--- src/rtl/inert_poll.sv ---
`default_nettype none
// ---------------------------------------------------------------------------
// inert_poll : SPI producer for the 6-axis inertial sensor; configures it after
// power-up, then reads roll/yaw rate and AY/AZ on every INT.
// Optional watchdog: define INERT_TIMEOUT_EN. Rev 1.0
// ---------------------------------------------------------------------------
module inert_poll #(
    parameter int SCLK_DIV    = 16,
    parameter int PWRUP_CYC   = 65536,
    parameter int TIMEOUT_CYC = 2000000
) (
    input  logic        clk,
    input  logic        rst_n,
    output logic        SS_n,
    output logic        SCLK,
    output logic        MOSI,
    input  logic        MISO,
    input  logic        INT,
    output logic        vld,
    output logic [15:0] roll_rt,
    output logic [15:0] yaw_rt,
    output logic [15:0] AY,
    output logic [15:0] AZ
);
    localparam int DW = $clog2(SCLK_DIV);
    localparam int PW = $clog2(PWRUP_CYC + 1);
    localparam logic [DW-1:0] HALF_M1 = DW'(SCLK_DIV / 2 - 1);
    localparam logic [DW-1:0] FULL_M1 = DW'(SCLK_DIV - 1);

    typedef enum logic [1:0] {S_IDLE, S_ACT, S_GAP} spi_st_t;
    typedef enum logic [2:0] {M_PWRUP, M_INIT, M_WAIT, M_READ, M_DONE} main_st_t;

    spi_st_t       spi_st_q;
    logic [DW-1:0] div_q;
    logic [4:0]    bit_q;
    logic [15:0]   tx_q;
    logic [7:0]    rx_q;
    logic          spi_done_q;
    logic          ss_q, sclk_q, mosi_q;

    main_st_t      st_q;
    logic [PW-1:0] pw_q;
    logic [2:0]    idx_q;
    logic          busy_q;
    logic          int_meta_q, int_sync_q;
    logic [63:0]   hold_q;
    logic          vld_q;
    logic [15:0]   roll_q, yaw_q, ay_q, az_q;

    logic          w_start;
    logic [15:0]   w_cmd;
    logic          w_timeout;

    assign w_start = ((st_q == M_INIT) || (st_q == M_READ)) && (spi_st_q == S_IDLE) && !busy_q;

    always_comb begin
        w_cmd = 16'h0000;
        if (st_q == M_INIT) begin
            case (idx_q[1:0])
                2'd0:    w_cmd = 16'h0D02;
                2'd1:    w_cmd = 16'h1053;
                2'd2:    w_cmd = 16'h1150;
                default: w_cmd = 16'h1460;
            endcase
        end else begin
            case (idx_q)
                3'd0:    w_cmd = 16'hA400;
                3'd1:    w_cmd = 16'hA500;
                3'd2:    w_cmd = 16'hA600;
                3'd3:    w_cmd = 16'hA700;
                3'd4:    w_cmd = 16'hAA00;
                3'd5:    w_cmd = 16'hAB00;
                3'd6:    w_cmd = 16'hAC00;
                default: w_cmd = 16'hAD00;
            endcase
        end
    end

    // SPI engine: SCLK falls at div=HALF, rises at div wrap; a 17th "fall" slot closes the frame.
    always_ff @(posedge clk or negedge rst_n) begin
        if (!rst_n) begin
            spi_st_q   <= S_IDLE;
            div_q      <= '0;
            bit_q      <= '0;
            tx_q       <= '0;
            rx_q       <= '0;
            spi_done_q <= 1'b0;
            ss_q       <= 1'b1;
            sclk_q     <= 1'b1;
            mosi_q     <= 1'b0;
        end else begin
            spi_done_q <= 1'b0;
            case (spi_st_q)
                S_IDLE: begin
                    if (w_start) begin
                        spi_st_q <= S_ACT;
                        ss_q     <= 1'b0;
                        div_q    <= '0;
                        bit_q    <= '0;
                        tx_q     <= w_cmd;
                    end
                end
                S_ACT: begin
                    div_q <= div_q + 1'b1;
                    if (div_q == HALF_M1) begin
                        if (bit_q == 5'd16) begin
                            ss_q       <= 1'b1;
                            spi_done_q <= 1'b1;
                            spi_st_q   <= S_GAP;
                            div_q      <= '0;
                        end else begin
                            sclk_q <= 1'b0;
                            mosi_q <= tx_q[15];
                            tx_q   <= {tx_q[14:0], 1'b0};
                        end
                    end else if (div_q == FULL_M1) begin
                        sclk_q <= 1'b1;
                        rx_q   <= {rx_q[6:0], MISO};
                        bit_q  <= bit_q + 5'd1;
                    end
                end
                S_GAP: begin
                    div_q <= div_q + 1'b1;
                    if (div_q == FULL_M1) begin
                        spi_st_q <= S_IDLE;
                    end
                end
                default: spi_st_q <= S_IDLE;
            endcase
        end
    end

`ifdef INERT_TIMEOUT_EN
    localparam int TW = $clog2(TIMEOUT_CYC + 1);
    logic [TW-1:0] to_q;

    assign w_timeout = (st_q == M_WAIT) && (to_q == TW'(TIMEOUT_CYC - 1));

    always_ff @(posedge clk or negedge rst_n) begin
        if (!rst_n) begin
            to_q <= '0;
        end else if ((st_q == M_WAIT) && !w_timeout && !int_sync_q) begin
            to_q <= to_q + 1'b1;
        end else begin
            to_q <= '0;
        end
    end
`else
    // Watchdog absent: TIMEOUT_CYC is referenced only to keep the parameter list uniform.
    assign w_timeout = (TIMEOUT_CYC < 0);
`endif

    always_ff @(posedge clk or negedge rst_n) begin
        if (!rst_n) begin
            st_q       <= M_PWRUP;
            pw_q       <= '0;
            idx_q      <= '0;
            busy_q     <= 1'b0;
            int_meta_q <= 1'b0;
            int_sync_q <= 1'b0;
            hold_q     <= '0;
            vld_q      <= 1'b0;
            roll_q     <= '0;
            yaw_q      <= '0;
            ay_q       <= '0;
            az_q       <= '0;
        end else begin
            int_meta_q <= INT;
            int_sync_q <= int_meta_q;
            vld_q      <= 1'b0;
            case (st_q)
                M_PWRUP: begin
                    if (pw_q == PW'(PWRUP_CYC - 1)) begin
                        st_q  <= M_INIT;
                        idx_q <= '0;
                    end else begin
                        pw_q <= pw_q + 1'b1;
                    end
                end
                M_INIT: begin
                    if (w_start) busy_q <= 1'b1;
                    if (spi_done_q) begin
                        busy_q <= 1'b0;
                        idx_q  <= idx_q + 3'd1;
                        if (idx_q == 3'd3) begin
                            st_q  <= M_WAIT;
                            idx_q <= '0;
                        end
                    end
                end
                M_WAIT: begin
                    idx_q <= '0;
                    if (int_sync_q) begin
                        st_q <= M_READ;
                    end else if (w_timeout) begin
                        st_q <= M_INIT;
                    end
                end
                M_READ: begin
                    if (w_start) busy_q <= 1'b1;
                    if (spi_done_q) begin
                        busy_q                       <= 1'b0;
                        hold_q[{idx_q, 3'b000} +: 8] <= rx_q;
                        idx_q                        <= idx_q + 3'd1;
                        if (idx_q == 3'd7) st_q <= M_DONE;
                    end
                end
                M_DONE: begin
                    roll_q <= hold_q[15:0];
                    yaw_q  <= hold_q[31:16];
                    ay_q   <= hold_q[47:32];
                    az_q   <= hold_q[63:48];
                    vld_q  <= 1'b1;
                    st_q   <= M_WAIT;
                end
                default: st_q <= M_PWRUP;
            endcase
        end
    end

    assign SS_n    = ss_q;
    assign SCLK    = sclk_q;
    assign MOSI    = mosi_q;
    assign vld     = vld_q;
    assign roll_rt = roll_q;
    assign yaw_rt  = yaw_q;
    assign AY      = ay_q;
    assign AZ      = az_q;

endmodule
`default_nettype wire
--- config.mk ---
export PLATFORM = sky130hd
export DESIGN_NAME = inert_poll
export DESIGN_NICKNAME = d
export VERILOG_FILES = /design/src/rtl/inert_poll.sv
export SDC_FILE = /design/constraint.sdc
export NUM_CORES = 1
export LEC_CHECK = 0
export ABC_AREA = 1
export ABC_CLOCK_PERIOD_IN_PS = 4500
export CORE_ASPECT_RATIO = 1.2
export CORE_MARGIN = 1.5
export CORE_UTILIZATION = 51
export CTS_CLUSTER_SIZE = 30
export DETAILED_ROUTE_END_ITERATION = 8
export PLACE_DENSITY = 0.72
export SETUP_SLACK_MARGIN = 0.02
export SKIP_LAST_GASP = 1
export SYNTH_ARGS = -nofsm -noshare
export SYNTH_HDL_FRONTEND = slang
export SYNTH_SLANG_ARGS = --single-unit
--- constraint.sdc ---
create_clock -name clk -period 4.5 [get_ports clk]
set_input_delay 0.9 -clock clk [delete_from_list [all_inputs] [get_ports clk]]
set_output_delay 0.9 -clock clk [all_outputs]
set_load 0.02 [all_outputs]
==> results of run 1 <==
[kinds of logic after synthesis]
kind of cell             count (synthesis)  synth area share
AND/OR/NAND/NOR                        433             0.212
flip-flops                             194             0.569
AO/OA/AOI/OAI                          168             0.104
buffers and inverters                  157            0.0732
adder cells (fa/ha/maj)                 20            0.0293
XOR/XNOR                                11            0.0113
multiplexers                             1           0.00132
[final cells by class]
cell class | instances | area share
inverters | 114 | 0.0430
multi-input cells | 633 | 0.307
repair buffers | 77 | 0.0776
well taps | 212 | 0.0267
clock inverters | 9 | 0.00955
flip-flops and latches | 194 | 0.488
clock buffers | 23 | 0.0480
[final timing paths]
check	startpoint	end	slack (ns)
max	idx_q[0]	hold_q[34]	1.62
max in group asynchronous	rst_n	pw_q[0]	2.99
max reg2reg	idx_q[0]	hold_q[34]	1.62
min reg2reg	int_meta_q	int_sync_q	0.36
min	int_meta_q	int_sync_q	0.36
min in group asynchronous	rst_n	AZ[10]	0.58
[through the flow]
| stage | cell area (um^2) | util | hold slack (ns) | std cells | setup WS [ns] |
|---|---|---|---|---|---|
| after floorplan | 8530 | - | 0.331 | 984 | 2.20 |
| after global placement | 9380 | 0.576 | 0.346 | 1230 | 1.79 |
| after detailed placement | 9380 | 0.576 | 0.347 | 1230 | 1.66 |
| after CTS | 9950 | 0.612 | 0.362 | 1262 | 1.66 |
| after global routing | 9950 | 0.612 | 0.382 | 1262 | 1.38 |
| final | 9950 | 0.612 | 0.362 | 1262 | 1.62 |
[registers in the layout (all words and copies together), names as in the netlist]
register and flops:
hold_q 64, pw_q 17, AY 16, AZ 16
roll_rt 16, tx_q 16, yaw_rt 16, rx_q 8
bit_q 5, div_q 4, idx_q 3, st_q 3
spi_st_q 2, MOSI 1, SCLK 1, SS_n 1
busy_q 1, int_meta_q 1, int_sync_q 1, spi_done_q 1
vld 1
[cells in the mapped netlist, types with 8 or more instances]
library cell	number	area [um^2]
nand4_1	18	113
dfrtp_1	192	4800
nor3_1	8	40.0
inv_1	111	417
nand2_1	307	1150
buf_2	13	65.1
nand3_1	33	165
o21ai_0	105	526
o21ai_1	18	90.1
clkbuf_1	24	90.1
nor2_1	49	184
a21oi_1	18	90.1
o22ai_1	23	144
ha_1	20	250
[power by group through the flow]
stage / clock network, W / logic [W] / registers (W)
floorplan: 0 / 0.00000000432 / 0.00178
global placement: 0 / 0.0000392 / 0.00178
detailed placement: 0 / 0.0000392 / 0.00178
CTS: 0.00148 / 0.0000392 / 0.00174
global route: 0.00156 / 0.0000441 / 0.00174
finish: 0.00146 / 0.0000364 / 0.00174
[metal layers]
layer / GRT usage / routed length, um / up-vias
li1: - / - / 3248
met1: 0.275 / 7870 / 3050
met2: 0.347 / 8220 / 150
met3: 0.0329 / 623 / 36
met4: 0.0861 / 467 / 0
met5: 0 / 0 / -
[worst max-delay path: stages, from the launching register on]
cell     delay (ns)
dfrtp_1        0.62
inv_1          0.20
ha_1           0.31
ha_1           0.46
inv_1          0.19
nor4_4         0.43
nand3_1        0.34
nand2_1        0.15
nand2_1        0.06
==> summary.txt, run 1 <==
Die
  • IO Pins: 72
  • Initial cell density of the core: 0.524
  • Die W: 121 um
  • Die Area: 17500 um^2
  • Placement Rows: 51
  • Core area: 16300 um^2
  • Die Y: 145 um

Hold path
  • Hold Path Class: reg2reg
  • Worst hold stages: 0

Synth
  • Commonest register cell after synthesis: dfrtp_1
  • Number of synthesized flops with an enable pin: 0
  • Post-synthesis cell area: 8530 um^2
  • Synth Instances: 984
  • Yosys warns: 0
  • Asr flop ratio synth: 1.00
  • Sequential element share of the synthesized area: 0.569
  • Seq cells post-synth: 194
  • Unique masters post-synth: 34
  • Post-Syn Nets: 1008
  • Syn Area/Cell: 8.67 um^2

Setup path
  • Critical path class: reg2reg
  • CP endpoint kind: register
  • Worst Path Max Fanout: 13
  • Setup crit start kind: register
  • Worst r2r path cells: 8
  • Worst EP required: 4.82 ns
  • CP arrival: 3.20 ns

Clock network
  • H-tree levels: 4
  • Post-cts sizing count: 0
  • CTS root buf: clkbuf_16
  • Cts hold-fix bufs: 0
  • Maximum clock insertion buffer count: 2
  • Total clock sinks: 194
  • Clock Latency Late Sink: 0.43 ns
  • TritonCTS clock tree: built
  • Setup Fix Bufs, Post-CTS: 0
  • Clk pin slew, worst setup/hold paths: 0.07 ns
  • CTS buffer count: 17

STA
  • Final setup viols: 0
  • Post-route minimum period: 2.88 ns
  • Worst clock skew: 0.00785 ns
  • Max Fclk: 0.347 GHz
  • Worst Max-Slew Pin Slew: 1.02 ns
  • Setup TNS: 0 ns
  • Unrepaired setup endpoints after global routing: false
  • Hold Vio Cnt, Final: 0
  • Fin crit share: 0.641
  • Slew Viols, Final: 0
  • Slew Limit Headroom: 0.319

Power
  • Combinational Power Share: 0.011
  • P_leak: 4.71 nW
  • Net Sw Power: 0.000678 W
  • Internal Power: 0.00256 W
  • Total power draw: 0.00324 W
  • Clock power frac: 0.450
  • Switching share of power: 0.209
  • P per Cell Area: 326 nW/um^2
  • Sequential power share: 0.538
  • Max rail drop VDD: 194 uV

Place
  • Port Buf Inserts: 71
  • Hpwl dp: 11600 um
  • GPL Wtd Cong: 0.857

Detailed routing
  • Routed vias/inst: 5.14
  • DR vias: 6484
  • Starting DRC count in detailed routing: 454
  • DRC: 0
  • Drt wl/cell: 13.6 um
  • Wirelength, routed: 17200 um
  • 1st-pass router iterations: 5
  • Final ANT Viol Nets: 0

Cells and area
  • Commonest non-fill, non-tap cell in the layout: nand2_1
  • Most frequent cells in the layout: nand2_1 (307), dfrtp_1 (192), inv_1 (110), o21ai_0 (105), clkdlybuf4s50_1 (70)
  • Footprint of the multi-input gates: 3060 um^2
  • Fill count: 1402
  • Nets@finish: 1061
  • Area grow syn2layout: 16.6%
  • Storage element area: 4860 um^2
  • N_diodes: 0
  • Layout cells sized above 1: 0.0552

Flow run
  • MaxCap Viol Count: 0

Global route
  • Largest net degree at the start of global routing: 113
  • Vias in the first global route: 6194
  • Initial antenna violation count: 0
  • GRT overflow: 0
  • Global-route wire length before repair: 29000 um
  • Total track usage: 0.209

Outcome
  • Outcome: finished, final reports clean
Note: power is estimated with default switching activity, not from simulation.
==> run 2: changes to the inputs <==
Settings changed: ABC_CLOCK_PERIOD_IN_PS 4500 to 2500, PLACE_DENSITY 0.72 to 0.74.
Clock period 4.5 ns to 2.5 ns, I/O delays scaled along.
==> summary.txt, run 2 (synthesis gave the netlist of run 1 again) <==
Power
  • Combinational Power Share: 0.012
  • Internal Power: 0.00471 W
  • P_leak: 4.79 nW
  • Max rail drop VDD: 451 uV
  • P per Cell Area: 590 nW/um^2
  • Net Sw Power: 0.00125 W
  • Switching share of power: 0.210
  • Sequential power share: 0.527
  • Clock power frac: 0.461
  • Total power draw: 0.00596 W

Clock network
  • Clk pin slew, worst setup/hold paths: 0.07 ns
  • Total clock sinks: 194
  • Setup Fix Bufs, Post-CTS: 0
  • CTS buffer count: 17
  • H-tree levels: 4
  • Post-cts sizing count: 0
  • TritonCTS clock tree: built
  • Maximum clock insertion buffer count: 2
  • CTS root buf: clkbuf_16
  • Clock Latency Late Sink: 0.43 ns
  • Cts hold-fix bufs: 0

Setup path
  • Crit-path max cell delay: 0.40 ns
  • Worst EP required: 2.84 ns
  • Setup slack, reg-to-reg: 0.25 ns
  • Critical-path cell list: ha_1 > nand2_1 > inv_1 > nand4_1 > nor4_1 > ha_1 > nor2_1 > nand3_1 > nor2_1 > nand2_1 > nor2_1 > xor2_1
  • Critical path class: reg2reg
  • Crit-path most repeated cell: nor2_1
  • CP endpoint kind: register
  • CP arrival: 2.59 ns
  • Worst Path Max Fanout: 8
  • Setup crit start kind: register
  • Slowest-stage cell, CP: dfrtp_1

Cells and area
  • N_diodes: 0
  • Nets@finish: 1072
  • Commonest non-fill, non-tap cell in the layout: nand2_1
  • Storage element area: 4860 um^2
  • Area grow syn2layout: 18.3%
  • Post-Layout Inst Area: 10100 um^2
  • Layout cells sized above 1: 0.0679
  • Flip-flop count of the largest register after layout: 64
  • Top reg by flops: hold_q
  • Most frequent cells in the layout: nand2_1 (307), dfrtp_1 (192), inv_1 (110), o21ai_0 (105), clkdlybuf4s50_1 (70)
  • Top flop regs: hold_q (64), pw_q (17)
  • Fill count: 1390
  • Footprint of the multi-input gates: 3060 um^2

Detailed routing
  • Starting DRC count in detailed routing: 474
  • Routed vias/inst: 5.11
  • Drt wl/cell: 13.3 um
  • Final ANT Viol Nets: 0
  • DR vias: 6504
  • 1st-pass router iterations: 4
  • DRC: 0
  • Wirelength, routed: 17000 um

STA
  • Setup TNS: 0 ns
  • Hold Vio Cnt, Final: 0
  • Post-route minimum period: 2.25 ns
  • Slew Limit Headroom: 0.606
  • Worst Max-Slew Pin Slew: 0.592 ns
  • Unrepaired setup endpoints after global routing: false
  • Worst clock skew: 0.00638 ns
  • Final setup viols: 0
  • Slew Viols, Final: 0
  • Max Fclk: 0.445 GHz
  • Fin crit share: 0.899
  • Final hold slack: 0.0687 ns

Hold path
  • Hold Path Class: in2async

Global route
  • GRT overflow: 0
  • Global-route wire length before repair: 28800 um
  • Vias in the first global route: 6037
  • Total track usage: 0.207
  • Initial antenna violation count: 0
  • Largest net degree at the start of global routing: 111

Place
  • Port Buf Inserts: 71
  • GPL Wtd Cong: 0.929
  • Hpwl dp: 11800 um
  • Placed inst area: 9490 um^2

Die
  • Initial cell density of the core: 0.524
  • Die Y: 145 um
  • Core area: 16300 um^2
  • Placement Rows: 51
  • Die Area: 17500 um^2
  • Die W: 121 um
  • IO Pins: 72

Outcome
  • Outcome: finished, final reports clean

Flow run
  • MaxCap Viol Count: 0
## run 2: through the flow
stage | utilization | setup WS, ns | instances
floorplan | - | 0.199 | 984
global placement | 0.583 | 0.327 | 1241
detailed placement | 0.583 | 0.298 | 1241
CTS | 0.620 | 0.267 | 1273
global route | 0.620 | 0.0498 | 1273
finish | 0.620 | 0.253 | 1273
## run 2: worst paths after layout
path	startpoint	endpoint	depth (start not counted)
worst max-delay path	pw_q[0]	pw_q[7]	12
worst min-delay path	rst_n	yaw_rt[0]	1
worst max register to register	pw_q[0]	pw_q[7]	12
worst min register to register	int_meta_q	int_sync_q	0
max in group asynchronous	rst_n	AY[4]	2
min in group clk	int_meta_q	int_sync_q	0
## run 2: worst max-delay path: cells and delay by family, from the launching register on
family / cells / cell delay, ns
flops: 1 / 0.40
simple gates: 8 / 1.14
buf+inv: 1 / 0.07
fa+ha+maj: 2 / 0.38
xor+xnor: 1 / 0.17
## run 2: layout make-up
| cell class | instances | area share |
|---|---|---|
| Clock buffer | 20 | 0.0453 |
| Inverter | 114 | 0.0424 |
| Sequential cell | 194 | 0.481 |
| Timing Repair Buffer | 88 | 0.0872 |
| Clock inverter | 12 | 0.0145 |
| Multi-Input combinational cell | 633 | 0.303 |
| Tap cell | 212 | 0.0263 |
## run 2: power by group through the flow
stage / clock, W / combinational, W / sequential (W)
finish: 0.00274 / 0.0000738 / 0.00314
global route: 0.00293 / 0.0000876 / 0.00314
CTS: 0.00279 / 0.0000789 / 0.00314
detailed placement: 0 / 0.0000788 / 0.00320
global placement: 0 / 0.0000791 / 0.00320
floorplan: 0 / 0.00000000652 / 0.00320
## run 2: routing by layer
metal	GRT usage	routed length (um)
met1	0.279	7930
met2	0.338	8060
met3	0.0380	604
met4	0.0774	365
met5	0	0
